## config.mk

```make
export PLATFORM = sky130hd
export DESIGN_NAME = cc1200_spi_master
export DESIGN_NICKNAME = d
export VERILOG_FILES = /design/src/rtl/cc1200_spi_master.sv
export SDC_FILE = /design/constraint.sdc
export NUM_CORES = 1
export LEC_CHECK = 0
export ABC_AREA = 1
export CAP_MARGIN = 15
export CORE_ASPECT_RATIO = 1.5
export CORE_MARGIN = 2
export CORE_UTILIZATION = 60
export CTS_CLUSTER_SIZE = 20
export DETAILED_ROUTE_END_ITERATION = 16
export PLACE_DENSITY = 0.84
export SYNTH_ARGS = -nofsm -noshare
export SYNTH_HDL_FRONTEND = slang
export SYNTH_SLANG_ARGS = --single-unit
```

## constraint.sdc

```tcl
create_clock -name sysclk -period 2.6 [get_ports sysclk]
set_input_delay 0.78 -clock sysclk [delete_from_list [all_inputs] [get_ports sysclk]]
set_output_delay 0.78 -clock sysclk [all_outputs]
set_load 0.02 [all_outputs]
```

## src/rtl/cc1200_spi_master.sv

```systemverilog
// SPI master for one CC1200 port: turns one register command (strobe, normal
// or extended read/write) into a single CS_n-framed transfer and returns the
// chip status byte plus the last received byte.
module cc1200_spi_master #(
    parameter int unsigned CLK_DIV     = 4,
    parameter int unsigned CSN_SETUP   = 2,
    parameter int unsigned CSN_HOLD    = 2,
    parameter int unsigned CSN_GAP     = 4,
    parameter int unsigned RDY_TIMEOUT = 1024
) (
    input  logic       sysclk,
    input  logic       rst,
    input  logic       cmd_valid,
    output logic       cmd_ready,
    input  logic       cmd_rw,
    input  logic       cmd_ext,
    input  logic       cmd_strobe,
    input  logic [7:0] cmd_addr,
    input  logic [7:0] cmd_wdata,
    output logic       rsp_valid,
    output logic [7:0] rsp_status,
    output logic [7:0] rsp_rdata,
    output logic       rsp_timeout,
    output logic       SCLK,
    output logic       CS_n,
    output logic       MOSI,
    input  logic       MISO
);

    // One shared phase counter, wide enough for the longest wait
    localparam int unsigned CNT_W =
        $clog2(RDY_TIMEOUT + CLK_DIV + CSN_SETUP + CSN_HOLD + CSN_GAP + 1);

    localparam logic [CNT_W-1:0] DIV_LAST   = CNT_W'(CLK_DIV - 1);
    localparam logic [CNT_W-1:0] SETUP_LAST = CNT_W'(CSN_SETUP - 1);
    localparam logic [CNT_W-1:0] HOLD_LAST  = CNT_W'(CSN_HOLD - 1);
    localparam logic [CNT_W-1:0] GAP_LAST   = CNT_W'(CSN_GAP - 1);
    localparam logic [CNT_W-1:0] RDY_LAST   = CNT_W'(RDY_TIMEOUT - 1);

    localparam logic [2:0] S_IDLE  = 3'd0;
    localparam logic [2:0] S_WAIT  = 3'd1;
    localparam logic [2:0] S_SETUP = 3'd2;
    localparam logic [2:0] S_SHIFT = 3'd3;
    localparam logic [2:0] S_HOLD  = 3'd4;
    localparam logic [2:0] S_GAP   = 3'd5;

    logic [2:0]       state, state_nx;
    logic [CNT_W-1:0] cnt, cnt_nx;
    logic [4:0]       bit_cnt, bit_cnt_nx;
    logic [4:0]       frame_bits, frame_bits_nx;
    logic [23:0]      tx_sh, tx_sh_nx;
    logic [7:0]       rx_sh, rx_sh_nx;
    logic [7:0]       status_cap, status_cap_nx;
    logic [7:0]       data_byte;
    logic             cmd_ready_nx, rsp_valid_nx, rsp_timeout_nx;
    logic [7:0]       rsp_status_nx, rsp_rdata_nx;
    logic             sclk_nx, cs_n_nx, mosi_nx;

    // State register
    always_ff @(posedge sysclk) begin
        if (rst) begin
            state <= S_IDLE;
        end else begin
            state <= state_nx;
        end
    end

    // Next-state, datapath and output decode
    always_comb begin
        state_nx       = state;
        cnt_nx         = cnt;
        bit_cnt_nx     = bit_cnt;
        frame_bits_nx  = frame_bits;
        tx_sh_nx       = tx_sh;
        rx_sh_nx       = rx_sh;
        status_cap_nx  = status_cap;
        cmd_ready_nx   = cmd_ready;
        rsp_valid_nx   = 1'b0;
        rsp_timeout_nx = rsp_timeout;
        rsp_status_nx  = rsp_status;
        rsp_rdata_nx   = rsp_rdata;
        sclk_nx        = SCLK;
        cs_n_nx        = CS_n;
        mosi_nx        = MOSI;
        data_byte      = cmd_rw ? 8'h00 : cmd_wdata;

        case (state)
            S_IDLE: begin
                cs_n_nx = 1'b1;
                sclk_nx = 1'b0;
                mosi_nx = 1'b0;
                if (cmd_valid && cmd_ready) begin
                    state_nx     = S_WAIT;
                    cmd_ready_nx = 1'b0;
                    cs_n_nx      = 1'b0;
                    cnt_nx       = '0;
                    bit_cnt_nx   = '0;
                    if (cmd_strobe) begin
                        tx_sh_nx      = {2'b00, cmd_addr[5:0], 16'h0000};
                        frame_bits_nx = 5'd8;
                    end else if (cmd_ext) begin
                        tx_sh_nx      = {cmd_rw, 1'b0, 6'h2F, cmd_addr, data_byte};
                        frame_bits_nx = 5'd24;
                    end else begin
                        tx_sh_nx      = {cmd_rw, 1'b0, cmd_addr[5:0], data_byte, 8'h00};
                        frame_bits_nx = 5'd16;
                    end
                end
            end

            // CS_n low, waiting for CHIP_RDYn (MISO low)
            S_WAIT: begin
                if (!MISO) begin
                    state_nx = S_SETUP;
                    cnt_nx   = '0;
                    mosi_nx  = tx_sh[23];
                end else if (cnt == RDY_LAST) begin
                    state_nx       = S_GAP;
                    cnt_nx         = '0;
                    cs_n_nx        = 1'b1;
                    rsp_valid_nx   = 1'b1;
                    rsp_timeout_nx = 1'b1;
                end else begin
                    cnt_nx = cnt + CNT_W'(1);
                end
            end

            S_SETUP: begin
                if (cnt == SETUP_LAST) begin
                    state_nx = S_SHIFT;
                    cnt_nx   = '0;
                end else begin
                    cnt_nx = cnt + CNT_W'(1);
                end
            end

            // Low half then high half per bit; sample on rise, shift on fall
            S_SHIFT: begin
                if (cnt != DIV_LAST) begin
                    cnt_nx = cnt + CNT_W'(1);
                end else if (!SCLK) begin
                    cnt_nx   = '0;
                    sclk_nx  = 1'b1;
                    rx_sh_nx = {rx_sh[6:0], MISO};
                    if (bit_cnt == 5'd7) begin
                        status_cap_nx = {rx_sh[6:0], MISO};
                    end
                end else begin
                    cnt_nx  = '0;
                    sclk_nx = 1'b0;
                    if (bit_cnt == frame_bits - 5'd1) begin
                        state_nx = S_HOLD;
                        mosi_nx  = 1'b0;
                    end else begin
                        bit_cnt_nx = bit_cnt + 5'd1;
                        tx_sh_nx   = {tx_sh[22:0], 1'b0};
                        mosi_nx    = tx_sh[22];
                    end
                end
            end

            S_HOLD: begin
                mosi_nx = 1'b0;
                if (cnt == HOLD_LAST) begin
                    state_nx       = S_GAP;
                    cnt_nx         = '0;
                    cs_n_nx        = 1'b1;
                    rsp_valid_nx   = 1'b1;
                    rsp_timeout_nx = 1'b0;
                    rsp_status_nx  = status_cap;
                    rsp_rdata_nx   = rx_sh;
                end else begin
                    cnt_nx = cnt + CNT_W'(1);
                end
            end

            // Enforced CS_n-high time between frames
            S_GAP: begin
                cs_n_nx = 1'b1;
                if (cnt == GAP_LAST) begin
                    state_nx     = S_IDLE;
                    cnt_nx       = '0;
                    cmd_ready_nx = 1'b1;
                end else begin
                    cnt_nx = cnt + CNT_W'(1);
                end
            end

            default: begin
                state_nx     = S_IDLE;
                cnt_nx       = '0;
                cmd_ready_nx = 1'b1;
                cs_n_nx      = 1'b1;
                sclk_nx      = 1'b0;
                mosi_nx      = 1'b0;
            end
        endcase
    end

    // Registered datapath and outputs
    always_ff @(posedge sysclk) begin
        if (rst) begin
            cnt         <= '0;
            bit_cnt     <= '0;
            frame_bits  <= '0;
            tx_sh       <= '0;
            rx_sh       <= '0;
            status_cap  <= '0;
            cmd_ready   <= 1'b1;
            rsp_valid   <= 1'b0;
            rsp_timeout <= 1'b0;
            rsp_status  <= '0;
            rsp_rdata   <= '0;
            SCLK        <= 1'b0;
            CS_n        <= 1'b1;
            MOSI        <= 1'b0;
        end else begin
            cnt         <= cnt_nx;
            bit_cnt     <= bit_cnt_nx;
            frame_bits  <= frame_bits_nx;
            tx_sh       <= tx_sh_nx;
            rx_sh       <= rx_sh_nx;
            status_cap  <= status_cap_nx;
            cmd_ready   <= cmd_ready_nx;
            rsp_valid   <= rsp_valid_nx;
            rsp_timeout <= rsp_timeout_nx;
            rsp_status  <= rsp_status_nx;
            rsp_rdata   <= rsp_rdata_nx;
            SCLK        <= sclk_nx;
            CS_n        <= cs_n_nx;
            MOSI        <= mosi_nx;
        end
    end

endmodule

```

==> results_dict.tcl, run 1 <==
set metrics [dict create \
    status "finished clean" \
    rsz0062_at_grt "no" \
    design.die.area_um2 7533 \
    clkPwrFrac_pct 22.0 \
    synth_nets 652 \
    crit_fanout 3 \
    busiest_layer "met2" \
    cts_max_level 3 \
    synth_top_cell_by_area "dfxtp_1" \
    clock.fmax_mhz 470.3 \
    grt_pass1_wl_um 15410 \
    pwr-share-seq_pct 39.5 \
    post_cts_buffers 0 \
    vias 3952 \
    netlist_top_cells_count "nand2_1 (145), nor2_1 (88), dfxtp_1 (83), o21ai_0 (71), inv_1 (70)" \
    root_buffer "clkbuf_8" \
    crit_buf_inv 1 \
    setup_viol 0 \
    start_util_pct 62.42 \
    yosys-top-cells-area "dfxtp_1 (40%), nand2_1 (13%), o21ai_0 (8.7%)" \
    synth_top_cell_area_share_pct 40.48 \
    cts_sinks 83 \
    grt_max_degree 68 \
    met1_usage_pct 27.28 \
    dpl_cell_area_um2 4591 \
    grt_usage_pct 25.39 \
    ir_drop_uv 778.3 \
    synth_cells 626 \
    post-dp-hpwl_um 6554 \
    synthArstFlopShare_pct 0 \
    crit_slowest_cell "clkdlybuf4s50_1" \
    drt_iter0_drc 304 \
    nNetsFinal 687 \
    slew_viol_final 0 \
    ys_ff_latch 83 \
    synth_edf_count 0 \
    max_slew_margin_pct 59.33 \
    fin_setup_tns_ns 0 \
    clk_path_buf_depth 2 \
    yosysMostFrequentCell "nand2_1" \
    drv_cap 0 \
    dr.pass1.iters 5 \
    path_cells "clkdlybuf4s50_1" \
    place_congestion 0.8927 \
    share_comb_of_total_power_pct 38.6 \
    die_w_um 71.54 \
    die_height_um 105.3 \
    synth_cell_types 33 \
    cts.clk_slew.worst_paths_ns 0.09 \
    num-fill-cells 568 \
    drc 0 \
    area_growth_pct 16.92 \
    rows 36 \
    seq_area_um2 1662 \
    n_antenna_cell 0 \
    antenna_found_initial 0 \
    totalWireLength_um 9018 \
    r2r_setup_slack_ns 0.54 \
    fin_area_um2 4800 \
    timing.hold.ws_ns 0.4438 \
    hold_viol 0 \
    cts_tree "built" \
    skew_ns 0.009910 \
    coreArea_um2 6576 \
    drive_gt1_share_pct 6.156 \
    finalCriticalPeriod_ns 2.126 \
    hold_buffers 0 \
    port_buffers 44 \
    crit_required_ns 1.82 \
    cp.arrival_ns 1.35 \
    syn_area_per_cell_um2 6.558 \
    cp_top_family "buffers and inverters" \
    gr-total-overflow 0 \
    yosysSeqAreaShare_pct 40.48 \
    p_leak_uw 0.002040 \
    grt_use_met2_pct 44.18 \
    fin_crit_sh_pct 81.78 \
    power.switching_uw 1735 \
    synthFlopType "dfxtp_1" \
    routed_via_density 5.326 \
    tightest_slew_ns 0.6067 \
    synth_warnings 0 \
    pin_count 45 \
    critPathKind "flop to output port" \
    end_kind "output port" \
    slowest_delay_ns 0.62 \
    multi_input_area_um2 2023 \
    cp-start-kind "flop" \
    min_path_type "flop to flop" \
    clkLatencyLatePin_ns 0.37 \
    grt_pass1_vias 3655 \
    p_int_uw 2649 \
    ctsResizeCount 0 \
    cts_made_buffers 9 \
    wl_per_cell_um 12.15 \
    grtUsageMet3_pct 4.876 \
    power_density_nw_per_um2 913.4 \
    swShare_pct 39.58 \
    ant_nets 0 \
    synth_area_um2 4105 \
]
placed cells by master (no fill, tap or decap), drive strengths merged:
| cell | netlist | final |
|---|---|---|
| nand2 | 150 | 150 |
| nor2 | 89 | 89 |
| o21ai | 88 | 88 |
| dfxtp | 83 | 83 |
| inv | 77 | 79 |
| a21oi | 52 | 52 |
| clkdlybuf4s50 | 0 | 44 |
| nand3 | 34 | 34 |
| clkbuf | 15 | 10 |
| buf | 12 | 7 |
| nor3 | 5 | 5 |
| xor2 | 4 | 4 |
| nand4 | 4 | 4 |
| ha | 3 | 3 |
| nor3b | 2 | 2 |
| clkinvlp | 0 | 2 |
| clkinv | 1 | 2 |
| or2 | 1 | 1 |
| o22ai | 1 | 1 |
| o211ai | 1 | 1 |
| a211oi | 1 | 1 |
| o21bai | 1 | 1 |
| o21a | 1 | 1 |
| a22oi | 1 | 1 |
| bufinv | 0 | 1 |
flip-flops by register name, summed over array words and instances, names as in the netlist, 2 cells and up:
register    flops
bit_cnt         5
cnt            11
frame_bits      2
rsp_rdata       8
rsp_status      8
rx_sh           8
state           3
status_cap      8
tx_sh          24
cell type report:
| type | count | area share (%) |
|---|---|---|
| Clock buffer | 10 | 2.868 |
| Clock inverter | 6 | 1.486 |
| Inverter | 78 | 6.100 |
| Multi-Input combinational cell | 438 | 42.15 |
| Sequential cell | 83 | 34.62 |
| Tap cell | 76 | 1.981 |
| Timing Repair Buffer | 51 | 10.79 |
power groups by stage:
stage	Clock, µW	Sequential (µW)	Combinational (µW)
finish	964	1730	1690
CTS	984	1730	1690
detailed placement	0	1760	1680
global placement	0	1750	1640
global route	1040	1760	1910
floorplan	0	1770	1250
kinds of logic (layout without fill, tap and decap cells):
logic type / after synthesis / in the layout / synth area share, %
AND/OR/NAND/NOR: 285 / 285 / 29.11
AO/OA/AOI/OAI: 146 / 146 / 18.41
buffers and inverters: 105 / 145 / 10.24
flip-flops: 83 / 83 / 40.48
XOR/XNOR: 4 / 4 / 0.8533
adder cells (fa/ha/maj): 3 / 3 / 0.9145
layer usage:
layer	share of wire (%)	wire, µm
met2	52	4696
met5	0	0
met1	40	3637
met3	4.3	388
met4	3.3	297
worst paths after layout:
| kind | endpoint | depth (start not counted) | start |
|---|---|---|---|
| max reg2reg | state[0]$_SDFFE_PP0P_ | 10 | cnt[0]$_SDFFE_PP0N_ |
| min reg2reg | rsp_rdata[5]$_SDFFE_PP0P_ | 2 | rsp_rdata[5]$_SDFFE_PP0P_ |
| max | cmd_ready | 1 | cmd_ready$_SDFFE_PP1P_ |
| min | rsp_rdata[5]$_SDFFE_PP0P_ | 2 | rsp_rdata[5]$_SDFFE_PP0P_ |
metrics by stage:
step	setup WS, ns	utilization, %	total power, µW	cells
6_report	0.4738	72.98	4384	742
3_3_place_gp	0.2550	69.81	3384	726
2_1_floorplan	0.8071	-	3015	626
4_1_cts	0.4591	72.98	4400	742
3_5_place_dp	0.2202	69.81	3438	726
5_1_grt	0.2286	72.98	4708	742
Power figures use the tool's default switching activity.
==> run 2, diff against run 1 <==
--- a/config.mk
+++ b/config.mk
@@ -9,10 +9,10 @@
 export CAP_MARGIN = 15
 export CORE_ASPECT_RATIO = 1.5
 export CORE_MARGIN = 2
-export CORE_UTILIZATION = 60
+export CORE_UTILIZATION = 56
 export CTS_CLUSTER_SIZE = 20
 export DETAILED_ROUTE_END_ITERATION = 16
-export PLACE_DENSITY = 0.84
+export PLACE_DENSITY = 0.79
 export SYNTH_ARGS = -nofsm -noshare
 export SYNTH_HDL_FRONTEND = slang
 export SYNTH_SLANG_ARGS = --single-unit
==> constraint.sdc (replaced) <==
create_clock -name sysclk -period 2.12 [get_ports sysclk]
set_input_delay 0.636 -clock sysclk [delete_from_list [all_inputs] [get_ports sysclk]]
set_output_delay 0.636 -clock sysclk [all_outputs]
set_load 0.02 [all_outputs]
==> run 2 against run 1 <==
  * Critical endpoint is now status_cap[0]$_SDFFE_PP0P_
  * Non-clock buffer count grew 12
  * Via count grew 1.1%
  * Flip-flop and latch count is the same
  * Worst setup slack lost 0.36 ns
  * Clock-buffer cell count is the same
  * Register-to-register slack lost 0.43 ns
  * Highest routed layer unchanged
  * Total power grew 25%
==> results_dict.tcl, run 2 (synthesized netlist as in run 1, its figures left out) <==
set metrics [dict create \
    status "finished clean" \
    dr.pass1.iters 4 \
    n_antenna_cell 0 \
    clkLatencyLatePin_ns 0.37 \
    nNetsFinal 699 \
    ir_drop_uv 688.3 \
    vias 3996 \
    skew_ns 0.01057 \
    p_leak_uw 0.002093 \
    pin_count 45 \
    min_path_type "flop to flop" \
    grt_usage_pct 25.18 \
    rows 38 \
    fin_setup_tns_ns 0 \
    regMostFlops "tx_sh" \
    clk_path_buf_depth 2 \
    totalWireLength_um 9239 \
    place_congestion 0.9024 \
    fin_util_pct 68.26 \
    crit_required_ns 2.38 \
    crit_fanout 16 \
    fin_cells 778 \
    drv_cap 0 \
    post-dp-hpwl_um 6837 \
    cts_sinks 83 \
    timing.hold.ws_ns 0.4430 \
    end_kind "flop" \
    largest_reg_flops 24 \
    cts.clk_slew.worst_paths_ns 0.09 \
    layout_common_cells "nand2_1 (145), nor2_1 (87), dfxtp_1 (83)" \
    power_density_nw_per_um2 1114 \
    critPathKind "flop to flop" \
    cts_made_buffers 9 \
    die_w_um 73.91 \
    max_slew_margin_pct 67.17 \
    grt_pass1_vias 3775 \
    setup_viol 0 \
    place_inst 762 \
    critPathLaunch "bit_cnt[0]$_SDFFE_PP0P_" \
    hold_buffers 0 \
    port_buffers 44 \
    rsz0062_at_grt "no" \
    final_common_cell "nand2_1" \
    coreArea_um2 7179 \
    top_regs "tx_sh: 24 flops, cnt: 11 flops" \
    slew_viol_final 0 \
    grt_pass1_wl_um 15980 \
    antenna_found_initial 0 \
    wl_per_cell_um 11.88 \
    total_power_uw 5459 \
    r2r_start "bit_cnt[0]$_SDFFE_PP0P_" \
    start_util_pct 57.18 \
    cp.arrival_ns 2.26 \
    design.die.area_um2 8045 \
    routed_via_density 5.136 \
    grt_max_degree 38 \
    finalCriticalPeriod_ns 2.005 \
    hold_viol 0 \
    fin_crit_sh_pct 94.59 \
    drive_gt1_share_pct 7.817 \
    ant_nets 0 \
    cp-start-kind "flop" \
    root_buffer "clkbuf_8" \
    hp-start "rsp_status[0]$_SDFFE_PP0P_" \
    drt_iter0_drc 236 \
    drc 0 \
    cts_max_level 3 \
    gr-total-overflow 0 \
    cts_tree "built" \
    die_height_um 108.9 \
    clock.fmax_mhz 498.7 \
    tightest_slew_ns 0.4911 \
    area_growth_pct 19.38 \
]
==> run 2: cell count changes in the layout (fill, tap and decap cells not counted), sizes merged <==
| cell | delta |
|---|---|
| buf | +12 |
| inv | +2 |
| bufinv | -1 |
| clkinvlp | -1 |
==> run 2: stage by stage <==
| step | setup slack, ns | instance area [µm²] |
|---|---|---|
| final | 0.1148 | 4901 |
| after detailed placement | -0.04674 | 4723 |
| after global routing | 0.002711 | 4901 |
| after floorplan | 0.4285 | 4105 |
| after global placement | 0.02920 | 4723 |
| after CTS | 0.1342 | 4898 |
==> run 2: worst max-delay path: stages, from the launching register on <==
cell	delay (ns)
dfxtp_1	0.41
ha_1	0.21
nand2_1	0.11
nor3_1	0.40
nand4_2	0.39
o21ai_0	0.31
a21oi_1	0.07
==> run 2: power by group <==
part           switching [µW]  internal, µW
Combinational            1370           898
Clock                     621           441
Sequential                219          1910
Total                    2210          3250
==> run 2: final cells by class <==
cell class	instances	area [µm²]
clock buffers	10	127.6
inverters	78	292.8
repair buffers	63	620.6
flip-flops and latches	83	1662
clock inverters	6	47.55
well taps	100	125.1
fillers	625	2278
multi-input cells	438	2026
==> run 2: worst paths after layout <==
check | endpoint | slack [ns] | cells past startpoint
setup / recovery | status_cap[0]$_SDFFE_PP0P_ | 0.11 | 6
hold / removal | rsp_status[0]$_SDFFE_PP0P_ | 0.44 | 2
setup reg to reg | status_cap[0]$_SDFFE_PP0P_ | 0.11 | 6
hold reg to reg | rsp_status[0]$_SDFFE_PP0P_ | 0.44 | 2
==> run 2: repair_timing <==
action	in CTS	in global routing
gates resized for setup	0	1
endpoints found under the setup margin	0	1
setup buffers	0	0
==> run 2: layer usage <==
layer  wire length (µm)  share of wire, %  track usage (%)  up-vias
li1                   -                 -                -     2088
met1               3955                43            28.16     1770
met2               4576                50            43.30      101
met3                304               3.3            4.529       37
met4                403               4.4            15.32        0
met5                  0                 0                0        -
==> run 3, diff against run 2 <==
--- a/config.mk
+++ b/config.mk
@@ -12,7 +12,7 @@
 export CORE_UTILIZATION = 56
 export CTS_CLUSTER_SIZE = 20
 export DETAILED_ROUTE_END_ITERATION = 16
-export PLACE_DENSITY = 0.79
+export PLACE_DENSITY = 0.9
 export SYNTH_ARGS = -nofsm -noshare
 export SYNTH_HDL_FRONTEND = slang
 export SYNTH_SLANG_ARGS = --single-unit
==> run 3 against run 2 <==
  * Hold slack gained 0.0031 ns
  * Total power grew 5.3%
  * Register-to-register slack gained 0.16 ns
  * Largest power group unchanged
==> results_dict.tcl, run 3 (synthesized netlist as in run 1, its figures left out) <==
set metrics [dict create \
    layout_common_cells "nand2_1 (145), nor2_1 (85), dfxtp_1 (82)" \
    setup_viol 0 \
    end_kind "output port" \
    n_antenna_cell 0 \
    place_congestion 0.9060 \
    ff2ff_path_depth 8 \
    min_path_type "flop to flop" \
    cts_max_level 3 \
    p_leak_uw 0.002107 \
    dr.pass1.iters 5 \
    power_density_nw_per_um2 1161 \
    antenna_found_initial 0 \
    pin_count 45 \
    status "finished clean" \
    totalWireLength_um 9698 \
    critPathKind "flop to output port" \
    vias 4111 \
    cts_tree "built" \
    place_inst 759 \
    grt_usage_pct 26.35 \
    share_comb_of_total_power_pct 40.1 \
    final_common_cell "nand2_1" \
    grt_pass1_wl_um 16630 \
    finalCriticalPeriod_ns 1.996 \
    swShare_pct 39.16 \
    clkPwrFrac_pct 22.6 \
    grt_pass1_vias 3872 \
    cts.clk_slew.worst_paths_ns 0.09 \
    clk_path_buf_depth 2 \
    drv_cap 0 \
    fin_util_pct 68.96 \
    post-dp-hpwl_um 7029 \
    pwr-share-seq_pct 37.3 \
    ant_nets 0 \
    nNetsFinal 696 \
    rows 38 \
    num-fill-cells 610 \
    routed_via_density 5.305 \
    root_buffer "clkbuf_8" \
    regMostFlops "tx_sh" \
    cp-start-kind "flop" \
    cts_sinks 83 \
    fin_cells 775 \
    coreArea_um2 7179 \
    area_growth_pct 20.60 \
    hold_viol 0 \
    wl_per_cell_um 12.51 \
    p_int_uw 3497 \
    die_height_um 108.9 \
    tightest_slew_ns 0.4035 \
    fin_crit_sh_pct 94.15 \
    hold_depth 2 \
    cts_made_buffers 9 \
    clkLatencyLatePin_ns 0.36 \
    cp.arrival_ns 1.36 \
    fin_setup_tns_ns 0 \
    crit_slowest_cell "clkdlybuf4s50_1" \
    hold_buffers 0 \
    path_cells "clkdlybuf4s50_1" \
    total_power_uw 5748 \
    crit_required_ns 1.48 \
    drt_iter0_drc 294 \
    top_regs "tx_sh: 24 flops, cnt: 11 flops" \
    grt_max_degree 64 \
    slowest_delay_ns 0.62 \
    slew_viol_final 0 \
    die_w_um 73.91 \
    ir_drop_uv 923.3 \
    clock.fmax_mhz 501.0 \
    crit_fanout 3 \
    port_buffers 44 \
    largest_reg_flops 24 \
    rsz0062_at_grt "no" \
    cp_top_family "buffers and inverters" \
    skew_ns 0.009283 \
    start_util_pct 57.18 \
    power.switching_uw 2251 \
    drc 0 \
    max_slew_margin_pct 72.81 \
    design.die.area_um2 8045 \
    crit_buf_inv 1 \
    gr-total-overflow 0 \
    timing.hold.ws_ns 0.4462 \
    drive_gt1_share_pct 8.000 \
    worst-path-stages 1 \
]
run 3: worst register-to-register path, stage by stage, from the launching register on:
cell and delay [ns]:
dfxtp_2 0.38, ha_1 0.22, nand2_1 0.07, nor2_1 0.22, nand3_1 0.14, nand3_1 0.16, nand4_2 0.27, nor2_2 0.23
nor2_1 0.06
run 3: layout make-up:
| type | instances | area, µm² | share of cell area (%) |
|---|---|---|---|
| sequential | 83 | 1663 | 33.59 |
| inverter | 78 | 292.8 | 5.914 |
| timing repair buffer | 60 | 610.6 | 12.33 |
| multi-input combinational | 438 | 2031 | 41.02 |
| tap | 100 | 125.1 | 2.527 |
| clock inverter | 7 | 105.1 | 2.123 |
| clock buffer | 9 | 123.9 | 2.502 |
run 3: repair_timing:
item	in CTS	in global routing
resized for setup	0	4
endpoints found under the setup margin	0	10
buffers inserted	0	0
run 3: worst paths after layout:
| kind | start | to | slack, ns |
|---|---|---|---|
| max | cmd_ready$_SDFFE_PP1P_ | cmd_ready | 0.12 |
| max reg2reg | cnt[0]$_SDFFE_PP0N_ | cnt[2]$_SDFFE_PP0N_ | 0.27 |
| min reg2reg | status_cap[6]$_SDFFE_PP0P_ | status_cap[6]$_SDFFE_PP0P_ | 0.45 |
| min | status_cap[6]$_SDFFE_PP0P_ | status_cap[6]$_SDFFE_PP0P_ | 0.45 |
run 3: metal layers:
metal | part of all wire, % | wire length (µm) | global-route usage (%) | vias up
met5 | 0 | 0 | 0 | -
met4 | 3.5 | 339 | 12.86 | 0
met2 | 52 | 5000 | 46.56 | 156
met1 | 40 | 3860 | 29.39 | 1840
li1 | - | - | - | 2082
met3 | 5.1 | 499 | 5.360 | 33
run 3: power by group through the flow:
stage          combinational (µW)  clock [µW]  sequential [µW]
2_1_floorplan                1530           0             2170
3_3_place_gp                 2190           0             2150
3_5_place_dp                 2270           0             2170
4_1_cts                      2280        1330             2140
5_1_grt                      2600        1390             2180
6_report                     2310        1300             2140
run 3: stage by stage:
step,instance area [µm²],worst slack [ns]
2_1_floorplan,4105,0.4285
3_3_place_gp,4713,0.06210
3_5_place_dp,4713,0.02776
4_1_cts,4942,0.08898
5_1_grt,4951,0.04097
6_report,4951,0.1240
==> patch 1: new RTL, flow settings as in run 3 <==
The parameter `CSN_GAP` goes from 4 to 16.
--- a/src/rtl/cc1200_spi_master.sv
+++ b/src/rtl/cc1200_spi_master.sv
@@ -6,5 +6,5 @@
     parameter int unsigned CSN_SETUP   = 2,
     parameter int unsigned CSN_HOLD    = 2,
-    parameter int unsigned CSN_GAP     = 4,
+    parameter int unsigned CSN_GAP     = 16,
     parameter int unsigned RDY_TIMEOUT = 1024
 ) (
Behaviour: same outputs for any inputs over 10 cycles, from zero or initial values and one cycle with rst high; that may be too few to reach the edited logic, so the function may still have changed.
==> patch 1 against run 3 <==
- synthesized cell count shrank 1.8%
- sequential cell count is the same
- area after synthesis grew 2.7%
- cell count shrank 1.5%
- total power shrank 7.8%
- wire length shrank 1.0%
- die area grew 2.6%
- global-route usage shrank 1.9 points
- clock power shrank 18%
- cell area shrank 0.20%
- worst setup slack lost 0.012 ns
- highest routed layer unchanged
==> patch 1: results (changes against run 3) <==
* Fmax at 498 MHz (-0.61%)
* Ys async rst share at 0 (unchanged)
* Dpl cell area at 0.00474 mm2 (+0.61%)
* Yosys Warn Count at 0 (unchanged)
* Avg Cell Area, Syn at 6.85 um2 (+4.5%)
* First-pass GRT wire length at 15.6 mm (-6.2%)
* Largest net degree at the start of global routing at 35 (-45%)
* Post-layout nets at 684 (-1.7%)
* Post-synthesis cell type count at 39 (+18%)
* Hold_ws at 0.446 ns (+0.000230 ns)
* Cells on worst reg2reg path at 11 (+3)
* Max incr delay on CP at 0.63 ns
* GPL Wtd Cong at 0.919 (+1.4%)
* Status: completed
* GR Util met2 at 0.444 (-0.0213)
* Total routed wirelength at 9.60 mm (-1.0%)
* Worst hold path depth at 2 (unchanged)
* Top cells by area, synth: dfxtp_1 39%, nand2_1 13%, o21ai_0 9.1%
* Register area share after synthesis at 0.394 (-0.0106)
* Detailed Route Iter0 Violations at 240 (-18%)
* Total track usage at 0.244 (-0.0194)
* Fin Clk Skew at 0.00714 ns (-0.00214 ns)
* CTS Buffer Depth at 2 (unchanged)
* Syn nets at 641 (-1.7%)
* Hold Crit Start: rsp_rdata[1]
* Global route hottest layer: met2
* Hold Fails Final Rpt at 0 (unchanged)
* Worst-Margin Slew at 0.416 ns (+0.0129 ns)
* Worst R2R End: cnt[5]
* Worst hold endpoint: rsp_rdata[1]
* Clk slew on worst S/H paths at 0.08 ns
* Vias in the first global route at 3,700 (-4.4%)
* Dpl hpwl at 7.03 mm (about the same)
* Worst R2R Setup Slack at 0.21 ns (-0.06 ns)
* Reg-to-Reg Start: cnt[0]
* Fraction of layout instances using a drive strength above 1 at 0.0920 (+0.0120)
* Vias per Instance at 5.39 (+1.5%)
* Crit Path Max Fanout at 2 (-1)
* Wirelength per Cell at 12.6 um (+0.55%)
* Pleak at 2.12 nW (+0.43%)
* Placed insts at 746 (-1.7%)
* M1 GR Usage at 0.255 (-0.0391)
* Pre-CTS setup slack at -0.0363 ns (-0.0640 ns)
* Critical-path top delay cell: clkdlybuf4s50_1
* Top cells by count, synth: 144 x nand2_1, 83 x dfxtp_1, 79 x nor2_1
* Worst vdd ir at 0.750 mV (-19%)
* Met3 global-route usage at 0.0455 (-0.00815)
* Initial antenna violation count at 0 (unchanged)
* Filler instances at 629 (+3.1%)
-- patch 1: per-layer routing --
| metal | vias to the layer above | share of wire | wire length, um |
|---|---|---|---|
| met1 | 1858 | 0.39 | 3790 |
| met3 | 32 | 0.050 | 484 |
| met2 | 160 | 0.52 | 5040 |
| met4 | 0 | 0.030 | 289 |
| met5 | - | 0 | 0 |
| li1 | 2059 | - | - |
-- patch 1: cells by family (layout without fill, tap and decap cells) --
group                      Yosys count  after routing  share of synthesized area
adders and majority gates            3              3                    0.00891
AOI/OAI and AO/OA                  148            148                      0.192
and+or+nand+nor                    279            279                      0.297
buffers and inverters               99            147                      0.102
xor gates and xnor gates             3              3                    0.00623
DFF                                 83             83                      0.394
-- patch 1: layout make-up --
class / instances / area, um2 / area share
repair inverters: 1 / 7.51 / 0.00152
clock inverters: 5 / 36.3 / 0.00734
repair buffers: 58 / 558 / 0.113
clock buffers: 11 / 151 / 0.0306
multi-input cells: 433 / 2120 / 0.430
inverters: 72 / 277 / 0.0560
well taps: 100 / 125 / 0.0253
flip-flops and latches: 83 / 1660 / 0.336
-- patch 1: power breakdown --
part	leakage, nW	internal, mW	total (mW)	switching, mW
sequential	0.676	1.88	2.10	0.215
combinational	1.35	0.758	2.13	1.37
clock	0.0880	0.491	1.07	0.578
total	2.12	3.13	5.30	2.16
-- patch 1: how the worst max path moves through the flow --
stage          startpoint        end  depth (start not counted)
3_5_place_dp   cmd_strobe  tx_sh[11]                         10
3_3_place_gp    cmd_valid   tx_sh[1]                         10
5_1_grt            cnt[0]   state[1]                         10
4_1_cts              SCLK       SCLK                          1
6_report             SCLK       SCLK                          1
2_1_floorplan      cnt[0]   tx_sh[3]                         11
-- patch 1: what timing repair did --
item,in CTS,in global routing
buffers inserted,0,0
endpoints found under the setup margin,0,5
hold endpoints to repair,0,0
resized for setup,0,2
==> patch 2: new RTL, flow settings as in run 3 <==
Made on the original files. `rsp_rdata` no longer has a reset.
--- a/src/rtl/cc1200_spi_master.sv
+++ b/src/rtl/cc1200_spi_master.sv
@@ -211,5 +211,4 @@
             rsp_timeout <= 1'b0;
             rsp_status  <= '0;
-            rsp_rdata   <= '0;
             SCLK        <= 1'b0;
             CS_n        <= 1'b1;
@@ -226,5 +225,4 @@
             rsp_timeout <= rsp_timeout_nx;
             rsp_status  <= rsp_status_nx;
-            rsp_rdata   <= rsp_rdata_nx;
             SCLK        <= sclk_nx;
             CS_n        <= cs_n_nx;
@@ -233,4 +231,8 @@
     end
 
+    always_ff @(posedge sysclk) begin
+        rsp_rdata <= rsp_rdata_nx;
+    end
+
 endmodule
 
Check against the original RTL: same outputs for any inputs over 10 cycles, from zero or initial values and one cycle with rst high; that may be too few to reach the edited logic, so the function may still have changed.
==> patch 2 against run 3 <==
- via count is 4.3% lower
- area after synthesis is 1.2% higher
- hold slack improved by 0.0036 ns
- fmax up 1.4%
- total power is 0.12% lower
- cell count decreased by 3.1%
- first-iteration DRC count decreased by 12%
- sequential share of layout area up 1.6 points
- die area is 1.1% higher
- worst setup slack gained 0.028 ns
- cell area rose by 0.10%
- combinational power increased by 6%
- wire length shrank 3.7%
- sequential cell count is the same
==> patch 2: results (changes against run 3) <==
* Status: completed
* Syn nets at 620 (-4.9%)
* Largest net degree at the start of global routing at 54 (-16%)
* GPL Wtd Cong at 0.952 (+5.1%)
* Detailed Route Iter0 Violations at 259 (-12%)
* First-pass GRT wire length at 15.7 mm (-5.4%)
* Avg Cell Area, Syn at 6.99 um2 (+6.6%)
* Post-layout nets at 672 (-3.4%)
* Drt pass-1 iters at 4 (-1)
* Commonest register cell after synthesis: dfxtp_1
* CP arrival at 1.33 ns (-0.03 ns)
* Met3 global-route usage at 0.0440 (-0.00961)
* Post-synthesis cell type count at 36 (+9.1%)
* Top cells by count, synth: 124 x nand2_1, 86 x nor2_1, 75 x dfxtp_1
* Cells on worst reg2reg path at 10 (+2)
* Reg-to-Reg Start: cnt[0]
* EDFF count, synth at 8 (+8)
* Clk_lat worst skew at 0.37 ns
* Worst hold endpoint: rsp_rdata[7]
* Worst R2R Setup Slack at 0.34 ns (+0.07 ns)
* Fraction of layout instances using a drive strength above 1 at 0.0814 (+0.00141)
* Pleak at 2.09 nW (-0.82%)
* Vias per Instance at 5.24 (-1.2%)
* Post-CTS Setup Bufs at 0 (unchanged)
* Wirelength per Cell at 12.4 um (-0.58%)
* Hold Crit Start: rx_sh[7]
* Synth Area in XOR/XNOR at 0.0127 (+0.00412)
* Synth Area in Compound Gates at 0.167 (-0.0169)
* Worst R2R End: cnt[8]
* Mux cell area share after synthesis at 0 (unchanged)
* Total track usage at 0.248 (-0.0157)
* CTS root buffer: clkbuf_8
* Placed insts at 735 (-3.2%)
* Routed vias at 3,935 (-4.3%)
* Worst vdd ir at 0.656 mV (-29%)
* GR Util met2 at 0.441 (-0.0242)
* Worst-Margin Slew at 0.500 ns (+0.0963 ns)
* Dpl hpwl at 6.92 mm (-1.5%)
* Vias in the first global route at 3,750 (-3.2%)
* Port bufs at 44 (unchanged)
* Dpl cell area at 0.00476 mm2 (+0.90%)
* Top cells by area, synth: dfxtp_1 36%, nand2_1 11%, nor2_1 7.8%
* Worst hold path depth at 0 (-2)
* Register area share after synthesis at 0.419 (+0.0145)
* Crit Path Max Fanout at 2 (-1)
* H-tree depth at 3 (unchanged)
* Synth Area in Adders at 0.00904 (-0.000107)
* Fin Clk Skew at 0.0105 ns (+0.00126 ns)
* Max incr delay on CP at 0.61 ns
* M1 GR Usage at 0.266 (-0.0277)
[patch 2: where the power goes]
part           leakage, nW  internal [mW]  switching (mW)
Combinational         1.31          0.932            1.53
Clock               0.0975          0.557           0.599
Sequential           0.679           1.93           0.199
Total                 2.09           3.42            2.33
[patch 2: cell type report]
cell class                 instances  area (um2)
tap                              100         125
timing repair buffer              65         623
clock inverter                     6        72.6
inverter                          75         282
clock buffer                      10         128
fill                             591        2270
sequential                        83        1740
multi-input combinational        412        1980
[patch 2: layer usage]
| layer | wire (um) | vias to the layer above | part of all wire |
|---|---|---|---|
| met5 | 0 | - | 0 |
| met4 | 396 | 0 | 0.042 |
| met3 | 375 | 32 | 0.040 |
| met2 | 4860 | 117 | 0.52 |
| met1 | 3710 | 1770 | 0.40 |
| li1 | - | 2016 | - |
[patch 2: cells by family (layout without fill, tap and decap cells)]
logic type | after synthesis | in the layout
and+or+nand+nor | 274 | 274
AOI/OAI and AO/OA | 129 | 129
buffers and inverters | 99 | 156
DFF | 83 | 83
xor gates and xnor gates | 6 | 6
adders and majority gates | 3 | 3
[patch 2: worst max path at each step]
stage | end | cells past startpoint | slack, ns | start
after global placement | tx_sh[19] | 9 | 0.02 | cmd_valid
after floorplan | cmd_ready | 5 | 0.42 | rst
final | CS_n | 1 | 0.15 | CS_n
after CTS | CS_n | 1 | 0.14 | CS_n
after detailed placement | bit_cnt[3] | 8 | -0.02 | cmd_valid
after global routing | CS_n | 1 | 0.11 | CS_n
[patch 2: stage by stage]
step / total power [mW] / hold WS, ns / util / setup WS, ns / setup TNS, ns
4_1_cts: 5.74 / 0.451 / 0.686 / 0.141 / 0
5_1_grt: 6.15 / 0.465 / 0.686 / 0.112 / 0
3_3_place_gp: 4.47 / 0.419 / 0.658 / 0.0177 / 0
2_1_floorplan: 3.93 / 0.408 / - / 0.423 / 0
3_5_place_dp: 4.58 / 0.429 / 0.658 / -0.0164 / -0.0395
6_report: 5.74 / 0.450 / 0.686 / 0.152 / 0
